$ cat config.mk
export PLATFORM = sky130hd
export DESIGN_NAME = health_tracker_flat
export DESIGN_NICKNAME = d
export VERILOG_FILES = /design/src/rtl/health_tracker_pkg.sv /design/src/rtl/health_tracker_if.sv /design/src/rtl/health_tracker_channel.sv /design/src/rtl/health_tracker.sv /design/src/flat_wrapper.sv
export SDC_FILE = /design/constraint.sdc
export NUM_CORES = 1
export LEC_CHECK = 0
export ABC_AREA = 1
export BUFFER_PORTS_ARGS = -buffer_cell sky130_fd_sc_hd__buf_2
export CORE_ASPECT_RATIO = 2
export CORE_MARGIN = 3
export CORE_UTILIZATION = 54
export CTS_BUF_LIST = sky130_fd_sc_hd__clkbuf_8
export CTS_CLUSTER_SIZE = 24
export DETAILED_ROUTE_END_ITERATION = 8
export PLACE_DENSITY_LB_ADDON = 0.05
export SLEW_MARGIN = 20
export SYNTH_ARGS = -nofsm -noshare
export SYNTH_HDL_FRONTEND = slang
export SYNTH_SLANG_ARGS = --single-unit
$ cat constraint.sdc
create_clock -name Clk -period 2.61 [get_ports Clk]
set_input_delay 0.522 -clock Clk [delete_from_list [all_inputs] [get_ports Clk]]
set_output_delay 0.522 -clock Clk [all_outputs]
set_load 0.005 [all_outputs]
$ cat src/rtl/health_tracker_pkg.sv
// Shared round-state encoding and default tuning constants for the health tracker.
package health_tracker_pkg;

  typedef enum logic [1:0] {
    FIGHT       = 2'd0,
    KO          = 2'd1,
    ROUND_RESET = 2'd2
  } round_state_t;

  localparam int DEF_N_PLAYERS    = 2;
  localparam int DEF_HEALTH_W     = 8;
  localparam int DEF_MAX_HEALTH   = 200;
  localparam int DEF_DMG_W        = 6;
  localparam int DEF_IFRAMES      = 30;
  localparam int DEF_REGEN_EN     = 0;
  localparam int DEF_REGEN_PERIOD = 60;
  localparam int DEF_ROUND_HOLD   = 120;

endpackage

$ cat src/rtl/health_tracker_if.sv
// Signal bundle between hit logic / HUD and the health tracker.
interface health_tracker_if #(
  parameter int N_PLAYERS = 2,
  parameter int HEALTH_W  = 8,
  parameter int DMG_W     = 6
);
  import health_tracker_pkg::*;

  // No handshake: every input is a level or pulse sampled on each Clk edge and
  // every output is a registered status that is valid in every cycle.
  logic                          frame_tick;
  logic [N_PLAYERS-1:0]          hit;
  logic [N_PLAYERS*DMG_W-1:0]    damage;
  logic                          round_start;
  logic [N_PLAYERS*HEALTH_W-1:0] health;
  logic [N_PLAYERS-1:0]          invuln;
  logic [N_PLAYERS-1:0]          ko;
  round_state_t                  state;
  logic [N_PLAYERS-1:0]          winner;

  modport master (
    output frame_tick, hit, damage, round_start,
    input  health, invuln, ko, state, winner
  );

  modport slave (
    input  frame_tick, hit, damage, round_start,
    output health, invuln, ko, state, winner
  );

endinterface

$ cat src/rtl/health_tracker_channel.sv
// One fighter: health register, invulnerability timer and regen counter.
module health_tracker_channel #(
  parameter int HEALTH_W     = 8,
  parameter int MAX_HEALTH   = 200,
  parameter int DMG_W        = 6,
  parameter int IFRAMES      = 30,
  parameter int REGEN_EN     = 0,
  parameter int REGEN_PERIOD = 60
) (
  input  logic                Clk,
  input  logic                Reset,
  input  logic                hit_ok,
  input  logic [DMG_W-1:0]    damage,
  input  logic                frame_tick,
  input  logic                fight,
  input  logic                restore,
  output logic [HEALTH_W-1:0] health,
  output logic                invuln,
  output logic                ko,
  output logic                zero_next
);

  localparam int IF_W = (IFRAMES > 0) ? $clog2(IFRAMES + 1) : 1;
  localparam int RG_W = $clog2(REGEN_PERIOD + 1);

  logic [HEALTH_W-1:0] health_q, health_d;
  logic [IF_W-1:0]     timer_q, timer_d;
  logic [RG_W-1:0]     regen_q, regen_d;
  logic                ko_q;
  logic [HEALTH_W:0]   diff;

  // The extra top bit catches the borrow when damage exceeds remaining health.
  assign diff = {1'b0, health_q} - (HEALTH_W+1)'(damage);

  always_comb begin
    health_d = health_q;
    timer_d  = timer_q;
    regen_d  = regen_q;
    if (restore) begin
      health_d = HEALTH_W'(MAX_HEALTH);
      timer_d  = '0;
      regen_d  = '0;
    end else if (hit_ok) begin
      health_d = diff[HEALTH_W] ? '0 : diff[HEALTH_W-1:0];
      timer_d  = IF_W'(IFRAMES);
      regen_d  = '0;
    end else begin
      if (frame_tick && (timer_q != '0)) timer_d = timer_q - 1'b1;
      if ((REGEN_EN != 0) && fight && frame_tick) begin
        if (regen_q == RG_W'(REGEN_PERIOD - 1)) begin
          regen_d = '0;
          if (!ko_q && (health_q < HEALTH_W'(MAX_HEALTH))) health_d = health_q + 1'b1;
        end else begin
          regen_d = regen_q + 1'b1;
        end
      end
    end
  end

  always_ff @(posedge Clk) begin
    if (Reset) begin
      health_q <= HEALTH_W'(MAX_HEALTH);
      timer_q  <= '0;
      regen_q  <= '0;
      ko_q     <= 1'b0;
    end else begin
      health_q <= health_d;
      timer_q  <= timer_d;
      regen_q  <= regen_d;
      ko_q     <= restore ? 1'b0 : (health_q == '0);
    end
  end

  assign health    = health_q;
  assign invuln    = (timer_q != '0);
  assign ko        = ko_q;
  assign zero_next = (health_d == '0);

endmodule

$ cat src/rtl/health_tracker.sv
// N-player health tracker: per-player channels plus the FIGHT/KO/ROUND_RESET round FSM.
module health_tracker
  import health_tracker_pkg::*;
#(
  parameter int N_PLAYERS    = DEF_N_PLAYERS,
  parameter int HEALTH_W     = DEF_HEALTH_W,
  parameter int MAX_HEALTH   = DEF_MAX_HEALTH,
  parameter int DMG_W        = DEF_DMG_W,
  parameter int IFRAMES      = DEF_IFRAMES,
  parameter int REGEN_EN     = DEF_REGEN_EN,
  parameter int REGEN_PERIOD = DEF_REGEN_PERIOD,
  parameter int ROUND_HOLD   = DEF_ROUND_HOLD
) (
  input logic             Clk,
  input logic             Reset,
  health_tracker_if.slave bus
);

  localparam int HOLD_W = $clog2(ROUND_HOLD + 1);

  round_state_t                  state_q, state_d;
  logic [N_PLAYERS-1:0]          winner_q, winner_d;
  logic [HOLD_W-1:0]             hold_q, hold_d;
  logic [N_PLAYERS-1:0]          zero_next, hit_ok, invuln_all, ko_all;
  logic [N_PLAYERS*HEALTH_W-1:0] health_all;
  logic                          restore, fight;

  assign fight  = (state_q == FIGHT);
  assign hit_ok = bus.hit & ~invuln_all & {N_PLAYERS{fight}};

  for (genvar g = 0; g < N_PLAYERS; g++) begin : g_ch
    health_tracker_channel #(
      .HEALTH_W(HEALTH_W), .MAX_HEALTH(MAX_HEALTH), .DMG_W(DMG_W),
      .IFRAMES(IFRAMES), .REGEN_EN(REGEN_EN), .REGEN_PERIOD(REGEN_PERIOD)
    ) u_ch (
      .Clk        (Clk),
      .Reset      (Reset),
      .hit_ok     (hit_ok[g]),
      .damage     (bus.damage[g*DMG_W +: DMG_W]),
      .frame_tick (bus.frame_tick),
      .fight      (fight),
      .restore    (restore),
      .health     (health_all[g*HEALTH_W +: HEALTH_W]),
      .invuln     (invuln_all[g]),
      .ko         (ko_all[g]),
      .zero_next  (zero_next[g])
    );
  end

  // A KO detected on the same edge as round_start wins; round_start then applies from KO.
  always_comb begin
    state_d  = state_q;
    winner_d = winner_q;
    hold_d   = hold_q;
    restore  = 1'b0;
    case (state_q)
      FIGHT: begin
        if (|zero_next) begin
          state_d  = KO;
          winner_d = ~zero_next;
          hold_d   = '0;
        end else if (bus.round_start) begin
          state_d = ROUND_RESET;
        end
      end
      KO: begin
        if (bus.round_start) begin
          state_d = ROUND_RESET;
          hold_d  = '0;
        end else if (bus.frame_tick) begin
          if (hold_q == HOLD_W'(ROUND_HOLD - 1)) begin
            state_d = ROUND_RESET;
            hold_d  = '0;
          end else begin
            hold_d = hold_q + 1'b1;
          end
        end
      end
      ROUND_RESET: begin
        restore = 1'b1;
        state_d = FIGHT;
        hold_d  = '0;
      end
      default: state_d = FIGHT;
    endcase
  end

  always_ff @(posedge Clk) begin
    if (Reset) begin
      state_q  <= FIGHT;
      winner_q <= '0;
      hold_q   <= '0;
    end else begin
      state_q  <= state_d;
      winner_q <= winner_d;
      hold_q   <= hold_d;
    end
  end

  assign bus.health = health_all;
  assign bus.invuln = invuln_all;
  assign bus.ko     = ko_all;
  assign bus.state  = state_q;
  assign bus.winner = winner_q;

endmodule

$ cat src/flat_wrapper.sv
// flat-port wrapper written by rule: the top's interface ports become plain ports
module health_tracker_flat import health_tracker_pkg::*;
#(
  parameter int N_PLAYERS    = DEF_N_PLAYERS,
  parameter int HEALTH_W     = DEF_HEALTH_W,
  parameter int MAX_HEALTH   = DEF_MAX_HEALTH,
  parameter int DMG_W        = DEF_DMG_W,
  parameter int IFRAMES      = DEF_IFRAMES,
  parameter int REGEN_EN     = DEF_REGEN_EN,
  parameter int REGEN_PERIOD = DEF_REGEN_PERIOD,
  parameter int ROUND_HOLD   = DEF_ROUND_HOLD
)
  (Clk, Reset, bus_frame_tick, bus_hit, bus_damage, bus_round_start, bus_health, bus_invuln, bus_ko, bus_state, bus_winner);
  health_tracker_if #(.N_PLAYERS(N_PLAYERS), .HEALTH_W(HEALTH_W), .DMG_W(DMG_W)) bus_i ();
  input logic Clk;
  input logic Reset;
  input wire logic [$bits(bus_i.frame_tick)-1:0] bus_frame_tick;
  input wire logic [$bits(bus_i.hit)-1:0] bus_hit;
  input wire logic [$bits(bus_i.damage)-1:0] bus_damage;
  input wire logic [$bits(bus_i.round_start)-1:0] bus_round_start;
  output wire logic [$bits(bus_i.health)-1:0] bus_health;
  output wire logic [$bits(bus_i.invuln)-1:0] bus_invuln;
  output wire logic [$bits(bus_i.ko)-1:0] bus_ko;
  output wire logic [$bits(bus_i.state)-1:0] bus_state;
  output wire logic [$bits(bus_i.winner)-1:0] bus_winner;
  assign bus_i.frame_tick = bus_frame_tick;
  assign bus_i.hit = bus_hit;
  assign bus_i.damage = bus_damage;
  assign bus_i.round_start = bus_round_start;
  assign bus_health = bus_i.health;
  assign bus_invuln = bus_i.invuln;
  assign bus_ko = bus_i.ko;
  assign bus_state = bus_i.state;
  assign bus_winner = bus_i.winner;
  health_tracker #(.N_PLAYERS(N_PLAYERS), .HEALTH_W(HEALTH_W), .MAX_HEALTH(MAX_HEALTH), .DMG_W(DMG_W), .IFRAMES(IFRAMES), .REGEN_EN(REGEN_EN), .REGEN_PERIOD(REGEN_PERIOD), .ROUND_HOLD(ROUND_HOLD)) u_core (.Clk(Clk), .Reset(Reset), .bus(bus_i));
endmodule
Word level (Yosys, flattened, before mapping). Index checks and enable logic that the tools add are counted. Widths: inputs -> output; s select.

Output and inout port bits: 24. Logic and storage cells: 68. Bits in registers: 39.

Multiplexer cells: 22. Bitwise operators: 4. Equal/unequal tests: 7. $add $sub $neg: 5. Reduce and logical (&&, ||, !) cells: 19.

Operators with widths (number): $mux 8 (6); $logic_not 8->1 (4); $mux 7 (4); $pmux 7 s3 (1); $mux 5 (4); $sub 8x6->9 (2); $mux 2 (5); $reduce_bool 5->1 (2); $sub 5x1->5 const B (2); $add 7x1->7 const B (1); $eq 7x7->1 const B (1); $ne 3x3->1 const B (2); $reduce_and 3->1 (2); $reduce_or 3->1 (2); $and 2x2->2 (2); $not 2->2 (2); $pmux 2 s2 (1); $reduce_bool 2->1 (2); $reduce_or 2->1 (2); $ne 3x2->1 const B (1); $reduce_bool 3->1 (1); $eq 2x1->1 const B (1); $eq 2x2->1 const B (1); $logic_and 1x1->1 (2); 4 further kinds (4).

Depth between registers and ports, before layout. Gate-level depths: netlist of the first run.

Depth after elaboration: 10. Gate-level depth with buffers: 20. Mapped depth without buffers: 20.

Modules after synthesis. From an unflattened synthesis of the first run, not the netlist that was laid out.

Cell total of the unflattened synthesis: 421. Area, all modules: 2741.4 um^2.

By module, submodules not included: health_tracker_channel (u_core.g_ch[1].u_ch) (times used 1, sequential area each 280.3 um^2, area each 1054.8 um^2, cells an instance 164); health_tracker_channel (u_core.g_ch[0].u_ch) (times used 1, sequential area each 280.3 um^2, area each 1049.8 um^2, cells an instance 164); health_tracker (times used 1, sequential area each 220.2 um^2, area each 636.9 um^2, cells an instance 93).

Least setup slack after synthesis of the first run. OpenSTA, ideal clock, no wires.

Kind: input -> register. From: in bus_damage[0]. To: reg u_core.hold_q[0]. Required time: 2495 ps. Arrival time: 2408 ps. Setup slack: 87 ps. Stages on the path: 14. Path buffers: 0. Cell sequence: ha_1 -> fa_1 -> nand3b_1 -> nand2_1 -> nand2_1 -> nand2_1 -> nand2_1 -> o21ai_1 -> a21oi_1 -> nand2_1 -> nand3_2 -> nand2_4 -> xor2_1 -> nor2_2.

Word-level cells in the longest chain between the ends: 8.

RTL lines: start: declaration (line flat_wrapper.sv:19) `input wire logic [$bits(bus_i.damage)-1:0] bus_damage;`; $sub 8x6->9 (line health_tracker_channel.sv:33) `assign diff = {1'b0, health_q} - (HEALTH_W+1)'(damage);`; $mux 8 (line health_tracker_channel.sv:44) `health_d = diff[HEALTH_W] ? '0 : diff[HEALTH_W-1:0];`; $mux 8 (line health_tracker_channel.sv:43) `end else if (hit_ok) begin`; $mux 8 (line health_tracker_channel.sv:39) `if (restore) begin`; $logic_not 8->1 (line health_tracker_channel.sv:77) `assign zero_next = (health_d == '0);`; $reduce_or 2->1 (line health_tracker.sv:58) `if (|zero_next) begin`; $ne 2x2->1 (no line); $reduce_and 3->1 (no line); end signal: assignment (line health_tracker.sv:96) `hold_q <= hold_d;`; end: declaration (line health_tracker.sv:23) `logic [HOLD_W-1:0] hold_q, hold_d;`.

Every way passes these cells. A chain may end at the register's enable or synchronous reset.

Final worst setup path of the first run.
From: reg u_core.g_ch[0].u_ch.health_q[0]. To: reg u_core.hold_q[3].

Word-level cells in the longest chain between the ends: 8.

RTL lines: start: declaration (line health_tracker_channel.sv:26) `logic [HEALTH_W-1:0] health_q, health_d;`; start signal: assignment (line health_tracker_channel.sv:62) `health_q <= HEALTH_W'(MAX_HEALTH);`; start signal: assignment (line health_tracker_channel.sv:67) `health_q <= health_d;`; $sub 8x6->9 (line health_tracker_channel.sv:33); $mux 8 (line health_tracker_channel.sv:44); $mux 8 * (line health_tracker_channel.sv:43); $mux 8 * (line health_tracker_channel.sv:39); $logic_not 8->1 * (line health_tracker_channel.sv:77); $reduce_or 2->1 * (line health_tracker.sv:58); $ne 2x2->1 (no line) *; $reduce_and 3->1 (no line) *.

Every way passes the cells marked *; elsewhere a longest branch is shown, timed or not.

==> results.md, run 1 <==
* Status: finished clean
* Hold Path Class: reg -> reg
* Global-route wire length before repair at 11700 µm
* R2R setup slack at 0.13 ns
* Fill count at about 500
* Post-route cell area at 0.00339 mm²
* Row count at 36
* Antenna Violating Nets Remaining at 0
* 1st-iter DRT viols at between 100 and 150
* Core area at approximately 0.0050 mm²
* Max FO, Critical Path at 6
* Vias in the first global route at 2743
* Die W at 57.1 µm
* Total number of vias at 2900
* Initial Utilization at 56.9%
* Area post-placement at ~0.0032 mm²
* Bufs on Longest Clock Path at 2
* Congestion Overflow GR at 0
* Main synth FF type: dfxtp_1
* Min Tclk post-route at 2.48 ns
* CTS clk-pin slew, worst paths at ~0.09 ns
* Final Skew at 0.0119 ns
* Most used cell along the critical path: nand2_2
* Buf/Inv on CP at 2
* Static Leakage at 1.79 nW
* Nets at roughly 540
* PortBufs at 41
* Setup crit start kind: flop
* DRT Pass-1 Iters at 4
* Maximum vdd ir drop at 0.000754 V
* TritonCTS Buffers at 5
* Number of synthesized flops with an enable pin at 0
* Die area at 0.00618 mm²
* Distinct cell type count after synthesis at 37
* Most frequent cells in the layout: 102 x nand2_1, 67 x inv_1, 62 x nor2_1
* Crit-path cells: inv_2, ha_2, fa_2, nand3b_1, nand2_2, nand2_2, nand2_4, nand2_1, nand2_2, nand2_2, nand3_1, nor2_1, nand2_1, nand3_2, nand2_4, buf_6, nand2_1, a21oi_2
* Final setup violation count at 0
* Post-Syn Area at 0.00282 mm²
* CP Class: reg -> reg
* CP max stage delay at roughly 0.35 ns
* Slew margin rel. at 71.2%
* CTS sink cnt at 39
* Highest Clock Rate at 403 MHz
* H-tree depth at 2
* Power density over the cells at 855 mW/mm²
* CP max-delay cell: dfxtp_2
* Tot GR Track Use at 23.5%
* Register area share after synthesis at about 28%
* CTS tree: done
* Wire per inst at around 13 µm
* Pins Over Slew Limit at 0
* Worst path required time at between 2 and 3 ns
* Synth async-reset ratio at 0%
* Clk Latency, worst-skew pair at 0.30 ns
* Actual slew at the worst max-slew pin at 0.428 ns
* Average size of a mapped cell at about 6.5 µm²
* Max_cap viols at 0
* GPL Wtd Cong at 0.934
* Yosys warns at 0
* Cells after Synth at 433
* Post-route setup TNS at 0 ns
* Residual DRC at 0
* Cell family with most CP delay: simple AND/OR/NAND/NOR gates
* Detailed Route WL at a little under 7000 µm
* Worst setup EP type: flop
* Final HPWL DP at roughly 5500 µm
* Post-CTS Hold Fix Bufs at 0
* Synth Net Count at 475
* CP arrival at 2.72 ns
* Die H at 108 µm
* Hold Vio Cnt, Final at 0
* Largest net degree at the start of global routing at 15
* Initial antenna violation count at 0
* # IOs at 42
* Flops & latches, synth at 39
* Fin crit share at 95.1%
* Diodes inserted at 0
* P&R area growth vs syn at 20.3%
* Root buffer cell: clkbuf_8
* Avg Vias per Cell at 5.23
* Share of layout cells above drive strength 1 at 22.7%
* Most common cell after layout, fill and taps aside: nand2_1
[path summary, 6_finish.rpt]
| path | from | end | cells after the start |
|---|---|---|---|
| worst min register to register | u_core.g_ch[1].u_ch.timer_q[0] | u_core.g_ch[1].u_ch.timer_q[0] | 2 |
| worst max register to register | u_core.g_ch[0].u_ch.health[0] | u_core.hold_q[3] | 18 |
| worst min-delay path | u_core.g_ch[1].u_ch.timer_q[0] | u_core.g_ch[1].u_ch.timer_q[0] | 2 |
| worst max-delay path | u_core.g_ch[0].u_ch.health[0] | u_core.hold_q[3] | 18 |
[worst reg2reg max path, delay by kind of cell, from the launching register on]
| family | cells | cell delay [ns] |
|---|---|---|
| buffers and inverters | 2 | 0.19 |
| adders and majority gates | 2 | 0.53 |
| AOI/OAI and AO/OA | 1 | 0.12 |
| DFF | 1 | 0.35 |
| and+or+nand+nor | 13 | 1.25 |
[stage by stage]
| step | cells | hold slack (ns) | utilization, % | setup slack [ns] | power (mW) |
|---|---|---|---|---|---|
| final | 555 | 0.499 | 68.4 | 0.128 | 2.90 |
| after CTS | 553 | 0.489 | 66.9 | 0.0425 | 2.86 |
| after floorplan | 433 | 0.452 | - | 0.0869 | 1.91 |
| after detailed placement | 545 | 0.472 | 64.6 | -0.125 | 2.33 |
| after global placement | 545 | 0.467 | 64.6 | -0.0923 | 2.30 |
| after global routing | 555 | 0.534 | 68.4 | -0.0300 | 3.17 |
[where the power goes]
part	internal [mW]	switching (mW)
Clock	0.288	0.227
Sequential	0.722	0.126
Combinational	0.626	0.908
Total	1.64	1.26
[per-layer routing]
layer / global-route usage [%] / vias up / routed length (µm)
met2: 46.6 / 67 / 4040
met3: 3.23 / 14 / 244
met4: 10.1 / 0 / 194
li1: - / 1488 / -
met1: 23.2 / 1331 / 2470
met5: 0 / - / 0
[Yosys cell counts (4+ instances only)]
cell type	instances	area, µm²
a21oi_2	4	35.0
ha_1	22	275
o21ai_1	4	20.0
nor2_1	64	240
dfxtp_1	39	781
nand4_1	9	56.3
xor2_1	4	35.0
nand3_1	24	120
nor3_1	8	40.0
nand2_2	5	31.3
nand2_1	112	420
o21ai_0	11	55.1
a21oi_1	17	85.1
buf_4	4	30.0
inv_1	69	259
[what timing repair did]
action / CTS / global route
pin swaps: 0 / 7
buffers inserted: 0 / 2
endpoints found under the setup margin: 1 / 11
gates cloned: 0 / 0
gates resized for setup: 1 / 27
[kinds of logic (layout without fill, tap and decap cells)]
group,Yosys count,in the layout,share of synthesized area (%)
flops,39,39,27.7
simple gates,237,237,37.5
buf+inv,81,146,12.0
compound gates,45,45,9.41
xor+xnor,7,7,2.17
fa+ha+maj,24,24,11.2
[sequential cells by signal (all words and copies together), names as in the netlist]
| register | cells |
|---|---|
| u_core.hold_q | 7 |
| u_core.g_ch.u_ch.ko | 2 |
| u_core.g_ch.u_ch.timer_q | 10 |
| u_core.g_ch.u_ch.health | 16 |
| u_core.bus.winner | 2 |
| u_core.bus.state | 2 |
[cell type report]
type,instances,area [µm²],area share [%]
inverter,73,279,8.23
multi-input combinational,313,1750,51.7
tap,57,71.3,2.10
sequential,39,783,23.1
timing repair buffer,65,389,11.5
clock buffer,5,68.8,2.03
clock inverter,3,46.3,1.37
(Power assumes the default switching activity.)
==> inputs of run 2 (changes only) <==
--- a/config.mk
+++ b/config.mk
@@ -7,9 +7,10 @@
 export LEC_CHECK = 0
 export ABC_AREA = 1
 export BUFFER_PORTS_ARGS = -buffer_cell sky130_fd_sc_hd__buf_2
+export CAP_MARGIN = 40
 export CORE_ASPECT_RATIO = 2
 export CORE_MARGIN = 3
-export CORE_UTILIZATION = 54
+export CORE_UTILIZATION = 59
 export CTS_BUF_LIST = sky130_fd_sc_hd__clkbuf_8
 export CTS_CLUSTER_SIZE = 24
 export DETAILED_ROUTE_END_ITERATION = 8
==> constraint.sdc (replaced) <==
create_clock -name Clk -period 2.5 [get_ports Clk]
set_input_delay 0.5 -clock Clk [delete_from_list [all_inputs] [get_ports Clk]]
set_output_delay 0.5 -clock Clk [all_outputs]
set_load 0.005 [all_outputs]
==> results.md, run 2 (synthesized netlist as in run 1, its figures left out) <==
* Setup crit start kind: flop
* CP max stage delay at 0.39 ns (+0.04 ns)
* Clk Latency, worst-skew pair at 0.30 ns (about the same)
* Finished Layout Cells at 573 (+3.2%)
* Slew margin rel. at 69.9% (-1.3 points)
* Avg Vias per Cell at 5.32 (+1.9%)
* Root buffer cell: clkbuf_8
* Post-route cell area at 0.00367 mm² (+8.1%)
* Wire per inst at 12.9 µm (+2.7%)
* Max layer used: met4
* WHS Path Cells at 2 (unchanged)
* TritonCTS Buffers at 5 (unchanged)
* # IOs at 42 (unchanged)
* Die area at 0.00569 mm² (-7.8%)
* Die H at 104 µm (-4.1%)
* Vias in the first global route at 2884 (+5.1%)
* Hold Vio Cnt, Final at 0 (unchanged)
* Most frequent cells in the layout: 98 x nand2_1, 66 x inv_1, 58 x nor2_1
* Nets at 559 (+3.7%)
* CTS sink cnt at 39 (unchanged)
* Worst Reg-to-Reg Cells at 17 (-1)
* Fin crit share at 96.8% (+1.7 points)
* Total power at 3.19 mW (+10%)
* H-tree depth at 2 (unchanged)
* R2R setup slack at 0.08 ns (-0.05 ns)
* Status: finished clean
* Actual slew at the worst max-slew pin at 0.449 ns (+0.0212 ns)
* Min Tclk post-route at 2.42 ns (-0.0613 ns)
* Final setup violation count at 0 (unchanged)
* Met2 WL post-DR at 4390 µm (+8.6%)
* Buf/Inv on CP at 2 (unchanged)
* Area post-placement at 0.00333 mm² (+3.9%)
* Initial Utilization at 61.3% (+4.4 points)
* Worst setup EP type: flop
* P&R area growth vs syn at 30.0%
* GPL Wtd Cong at 0.937 (+0.32%)
* Static Leakage at 1.92 nW (+7.3%)
* Largest net degree at the start of global routing at 14 (-1)
* Met1 Routed Length at 2550 µm (+3.3%)
* Residual DRC at 0 (unchanged)
* PortBufs at 41 (unchanged)
* Cell count after placement at 560 (+2.8%)
* Diodes inserted at 0 (unchanged)
* CTS tree: done
* Max FO, Critical Path at 4 (-2)
* Row count at 35 (-2.8%)
* RSZ-0062 raised after global routing: yes
* Die W at 54.9 µm (-3.9%)
* Crit-path cells: inv_1, fa_2, nand3b_1, nand2_2, nand2_2, nand2_4, nand2_1, nand2_1, nand2_1, nand3_1, nor2_1, nand2_2, nand3_4, buf_6, nand2_4, o21ai_4, nor2_1
* CP Class: reg -> reg
* Final Skew at 0.0139 ns (+0.00200 ns)
* Congestion Overflow GR at 0 (unchanged)
* 1st-iter DRT viols at 74 (-45%)
* Cell family with most CP delay: simple AND/OR/NAND/NOR gates
* Met3 wire length at 252 µm (+3.3%)
* Core area at 0.00460 mm² (-7.2%)
* CP Depth at 17 (-1)
* Global-route wire length before repair at 11600 µm (-1.1%)
* Share of layout cells above drive strength 1 at 29.7% (+7.0 points)
* Max_cap viols at 0 (unchanged)
* Worst path required time at 2.74 ns (-0.11 ns)
* Tot GR Track Use at 26.5% (+2.9 points)
* CTS clk-pin slew, worst paths at 0.09 ns (about the same)
* Bufs on Longest Clock Path at 2 (unchanged)
* Post-Route Utilization at 79.7% (+11 points)
* Max reg flops at 16 (unchanged)
* Final HPWL DP at 5700 µm (+4.2%)
* CP max-delay cell: fa_2
* Total number of vias at 3050 (+5.2%)
* Highest Clock Rate at 413 MHz (+2.5%)
* Initial antenna violation count at 0 (unchanged)
* DRT Pass-1 Iters at 4 (unchanged)
* Detailed Route WL at 7370 µm (+6.1%)
* Power density over the cells at 871 mW/mm² (+1.9%)
* Maximum vdd ir drop at 0.000628 V (-17%)
* Pins Over Slew Limit at 0 (unchanged)
* Most common cell after layout, fill and taps aside: nand2_1
* CP arrival at 2.66 ns (-0.06 ns)
* Antenna Violating Nets Remaining at 0 (unchanged)
* Hold Path Class: reg -> reg
* Post-route setup TNS at 0 ns (unchanged)
-- run 2: cell count changes in the layout (fill, tap and decap cells not counted), moves of 4 or more --
| cell | previous run | this run |
|---|---|---|
| nor2_1 | 62 | 58 |
| a21oi_2 | 4 | 8 |
| buf_4 | 23 | 40 |
| a21oi_1 | 17 | 12 |
| nand2_1 | 102 | 98 |
-- run 2: layout make-up --
class	instances	area (µm²)
Clock buffer	6	82.6
Fill cell	368	932
Inverter	73	284
Multi-Input combinational cell	314	1890
Tap cell	55	68.8
Sequential cell	39	783
Timing Repair Buffer	84	539
Clock inverter	2	16.3
-- run 2: path summary, 6_finish.rpt --
check                                                    start                        endpoint
worst max-delay path             u_core.g_ch[0].u_ch.health[1]                u_core.hold_q[1]
worst min register to register  u_core.g_ch[1].u_ch.timer_q[0]  u_core.g_ch[1].u_ch.timer_q[0]
worst max register to register   u_core.g_ch[0].u_ch.health[1]                u_core.hold_q[1]
worst min-delay path            u_core.g_ch[1].u_ch.timer_q[0]  u_core.g_ch[1].u_ch.timer_q[0]
-- run 2: through the flow --
stage,hold slack (ns),setup slack (ns)
6_report,0.491,0.0795
3_5_place_dp,0.476,-0.233
4_1_cts,0.490,-0.00191
3_3_place_gp,0.465,-0.180
5_1_grt,0.509,-0.0828
2_1_floorplan,0.452,0.00552
-- run 2: tightest hold or removal path, cell delays in order, from the launching register on --
cell and delay (ns):
dfxtp_1 0.32, nand2_1 0.06, a211oi_1 0.07
-- run 2: power breakdown --
group	total, mW	internal (mW)	switching, mW
Combinational	1.85	0.802	1.05
Clock	0.460	0.225	0.235
Sequential	0.885	0.754	0.131
Total	3.19	1.78	1.41
-- run 2: metal layers --
metal / global-route usage [%] / vias to the layer above
met1: 25.4 / 1426
met5: 0 / -
met2: 50.8 / 81
met4: 11.2 / 0
li1: - / 1528
met3: 2.73 / 15
-- run 2: repair_timing --
item	CTS	global route
hold buffers	0	0
gates resized for setup	4	59
pin swaps	1	18
endpoints found under the setup margin	6	11
buffers inserted	0	4
gates cloned	1	0
==> inputs of run 3 (changes only) <==
--- a/config.mk
+++ b/config.mk
@@ -15,6 +15,7 @@
 export CTS_CLUSTER_SIZE = 24
 export DETAILED_ROUTE_END_ITERATION = 8
 export PLACE_DENSITY_LB_ADDON = 0.05
+export SETUP_SLACK_MARGIN = 0.3
 export SLEW_MARGIN = 20
 export SYNTH_ARGS = -nofsm -noshare
 export SYNTH_HDL_FRONTEND = slang
==> results.md, run 3 (synthesized netlist as in run 1, its figures left out) <==
* Post-route cell area at 0.00377 mm² (+2.8%)
* Static Leakage at 1.94 nW (+0.95%)
* Most frequent cells in the layout: 92 x nand2_1, 66 x inv_1, 55 x nor2_1
* Worst path required time at 2.71 ns (-0.03 ns)
* Status: finished clean
* Slew margin rel. at 70.8% (+0.90 points)
* Crit-path cells: inv_2, ha_4, fa_2, nand3b_1, nand2_2, nand2_4, nand2_4, nand2_4, nor2_2, nor2_1, nand2_1, nor2_2, nand2_2, nand3_4, nand2_4, buf_4, nand2_1, o21ai_1, nor2_1
* Highest Clock Rate at 411 MHz (-0.59%)
* Fin crit share at 97.4% (+0.57 points)
* Buf/Inv on CP at 2 (unchanged)
* Antenna Violating Nets Remaining at 0 (unchanged)
* Max reg flops at 16 (unchanged)
* HP Start: u_core.g_ch[1].u_ch.timer_q[0]
* Post-CTS Hold Fix Bufs at 0 (unchanged)
* Die H at 104 µm (unchanged)
* Most used cell along the critical path: nand2_4
* Hold EP: u_core.g_ch[1].u_ch.timer_q[0]
* Vias in the first global route at 2916 (+1.1%)
* GPL Wtd Cong at 0.873 (-6.7%)
* Worst Reg-to-Reg Cells at 19 (+2)
* Residual DRC at 0 (unchanged)
* Die area at 0.00569 mm² (unchanged)
* H-tree depth at 2 (unchanged)
* Global-route wire length before repair at 11800 µm (+2.4%)
* Most common cell after layout, fill and taps aside: nand2_1
* Congestion Overflow GR at 0 (unchanged)
* FF-to-FF End: u_core.hold_q[1]
* CTS sink cnt at 39 (unchanged)
* CTS tree: done
* Diodes inserted at 0 (unchanged)
* Wire per inst at 14.5 µm (+13%)
* Nets at 559 (unchanged)
* CP arrival at 2.64 ns (-0.02 ns)
* Post-Route Utilization at 82.0% (+2.2 points)
* Final HPWL DP at 5420 µm (-4.9%)
* Min Tclk post-route at 2.43 ns (+0.0142 ns)
* Total number of vias at 3146 (+3.1%)
* Reg-to-reg startpoint: u_core.g_ch[0].u_ch.health[0]
* Cell family with most CP delay: simple AND/OR/NAND/NOR gates
* Final Skew at 0.0103 ns (-0.00361 ns)
* Bufs on Longest Clock Path at 2 (unchanged)
* Root buffer cell: clkbuf_8
* 1st-iter DRT viols at 149 (+100%)
* Avg Vias per Cell at 5.49 (+3.1%)
* Pins Over Slew Limit at 0 (unchanged)
* Final setup violation count at 0 (unchanged)
* P&R area growth vs syn at 33.7%
* Power density over the cells at 920 mW/mm² (+5.7%)
* R2R setup slack at 0.07 ns (about the same)
* Hold Vio Cnt, Final at 0 (unchanged)
* Finished Layout Cells at 573 (unchanged)
* Clk Latency, worst-skew pair at 0.31 ns (about the same)
* Max FO, Critical Path at 5 (+1)
* Die W at 54.9 µm (unchanged)
* Core area at 0.00460 mm² (unchanged)
* Maximum vdd ir drop at 0.000775 V (+23%)
* Initial antenna violation count at 0 (unchanged)
* Tot GR Track Use at 27.2% (+0.75 points)
* CTS clk-pin slew, worst paths at 0.09 ns (about the same)
* TritonCTS Buffers at 5 (unchanged)
* Detailed Route WL at 8330 µm (+13%)
* PortBufs at 41 (unchanged)
* WHS Path Cells at 2 (unchanged)
* Fill count at 322 (-13%)
* DRT Pass-1 Iters at 4 (unchanged)
* CP Class: reg -> reg
* WHS at 0.492 ns (+0.00138 ns)
* Initial Utilization at 61.3% (unchanged)
* Setup crit start: u_core.g_ch[0].u_ch.health[0]
* Largest net degree at the start of global routing at 15 (+1)
* Cell count after placement at 550 (-1.8%)
* RSZ-0062 raised after global routing: yes
* Area post-placement at 0.00327 mm² (-1.7%)
* Setup crit start kind: flop
* Actual slew at the worst max-slew pin at 0.434 ns (-0.0152 ns)
* Row count at 35 (unchanged)
* Hold Path Class: reg -> reg
* Share of layout cells above drive strength 1 at 32.6% (+2.9 points)
* Max_cap viols at 0 (unchanged)
* CP max stage delay at 0.34 ns (-0.05 ns)
* # IOs at 42 (unchanged)
* Worst setup EP type: flop
* CP max-delay cell: dfxtp_2
[run 3: cell count changes in the layout (fill, tap and decap cells not counted), sizes merged]
cell,delta
nand3b,+1
clkinv,-1
inv,+1
bufinv,+1
clkbuf,-1
buf,-1
[run 3: report_power, final]
part / internal [mW] / switching [mW]
clock network: 0.301 / 0.252
logic: 0.866 / 1.15
registers: 0.756 / 0.139
[run 3: final cells by class]
type | count | area [µm²] | area share [%]
Tap cell | 55 | 68.8 | 1.83
Clock inverter | 3 | 46.3 | 1.23
Inverter | 73 | 282 | 7.47
Sequential cell | 39 | 786 | 20.8
Timing Repair Buffer | 83 | 547 | 14.5
Multi-Input combinational cell | 315 | 1970 | 52.3
Clock buffer | 5 | 68.8 | 1.83
[run 3: how the worst max path moves through the flow]
| stage | end | cells past startpoint | slack [ns] |
|---|---|---|---|
| 2_1_floorplan | u_core.hold_q[0] | 14 | 0.07 |
| 3_3_place_gp | u_core.hold_q[2] | 16 | -0.15 |
| 3_5_place_dp | u_core.hold_q[2] | 20 | -0.19 |
| 4_1_cts | u_core.hold_q[2] | 20 | 0.17 |
| 5_1_grt | u_core.hold_q[2] | 19 | -0.06 |
| 6_report | u_core.hold_q[1] | 19 | 0.07 |
[run 3: per-layer routing]
layer	part of all wire [%]	routed length (µm)	GRT usage, %
met4	4.6	383	11.9
met5	0	0	0
met1	35	2930	27.6
met2	55	4590	49.8
met3	5.0	418	4.03
[run 3: what timing repair did]
item	4_1_cts	5_1_grt
setup buffers	8	5
hold endpoints to repair	0	0
resized for setup	32	46
pin swaps	25	15
cloned	1	1
setup endpoints to repair	11	12
[run 3: worst reg2reg max path: stages, from the launching register on]
cell and delay [ns]:
dfxtp_2 0.34, inv_2 0.05, ha_4 0.15, fa_2 0.33, nand3b_1 0.19, nand2_2 0.15
nand2_4 0.08, nand2_4 0.10, nand2_4 0.06, nor2_2 0.08, nor2_1 0.06, nand2_1 0.09
nor2_2 0.05, nand2_2 0.10, nand3_4 0.11, nand2_4 0.13, buf_4 0.12, nand2_1 0.04
o21ai_1 0.07, nor2_1 0.05
[run 3: metrics by stage]
step	setup TNS [ns]	worst slack, ns	total power, mW
detailed placement	-1.53	-0.190	2.46
global placement	-0.980	-0.148	2.43
CTS	0	0.169	3.14
global route	-0.163	-0.0577	3.72
floorplan	0	0.0726	2.00
finish	0	0.0653	3.47
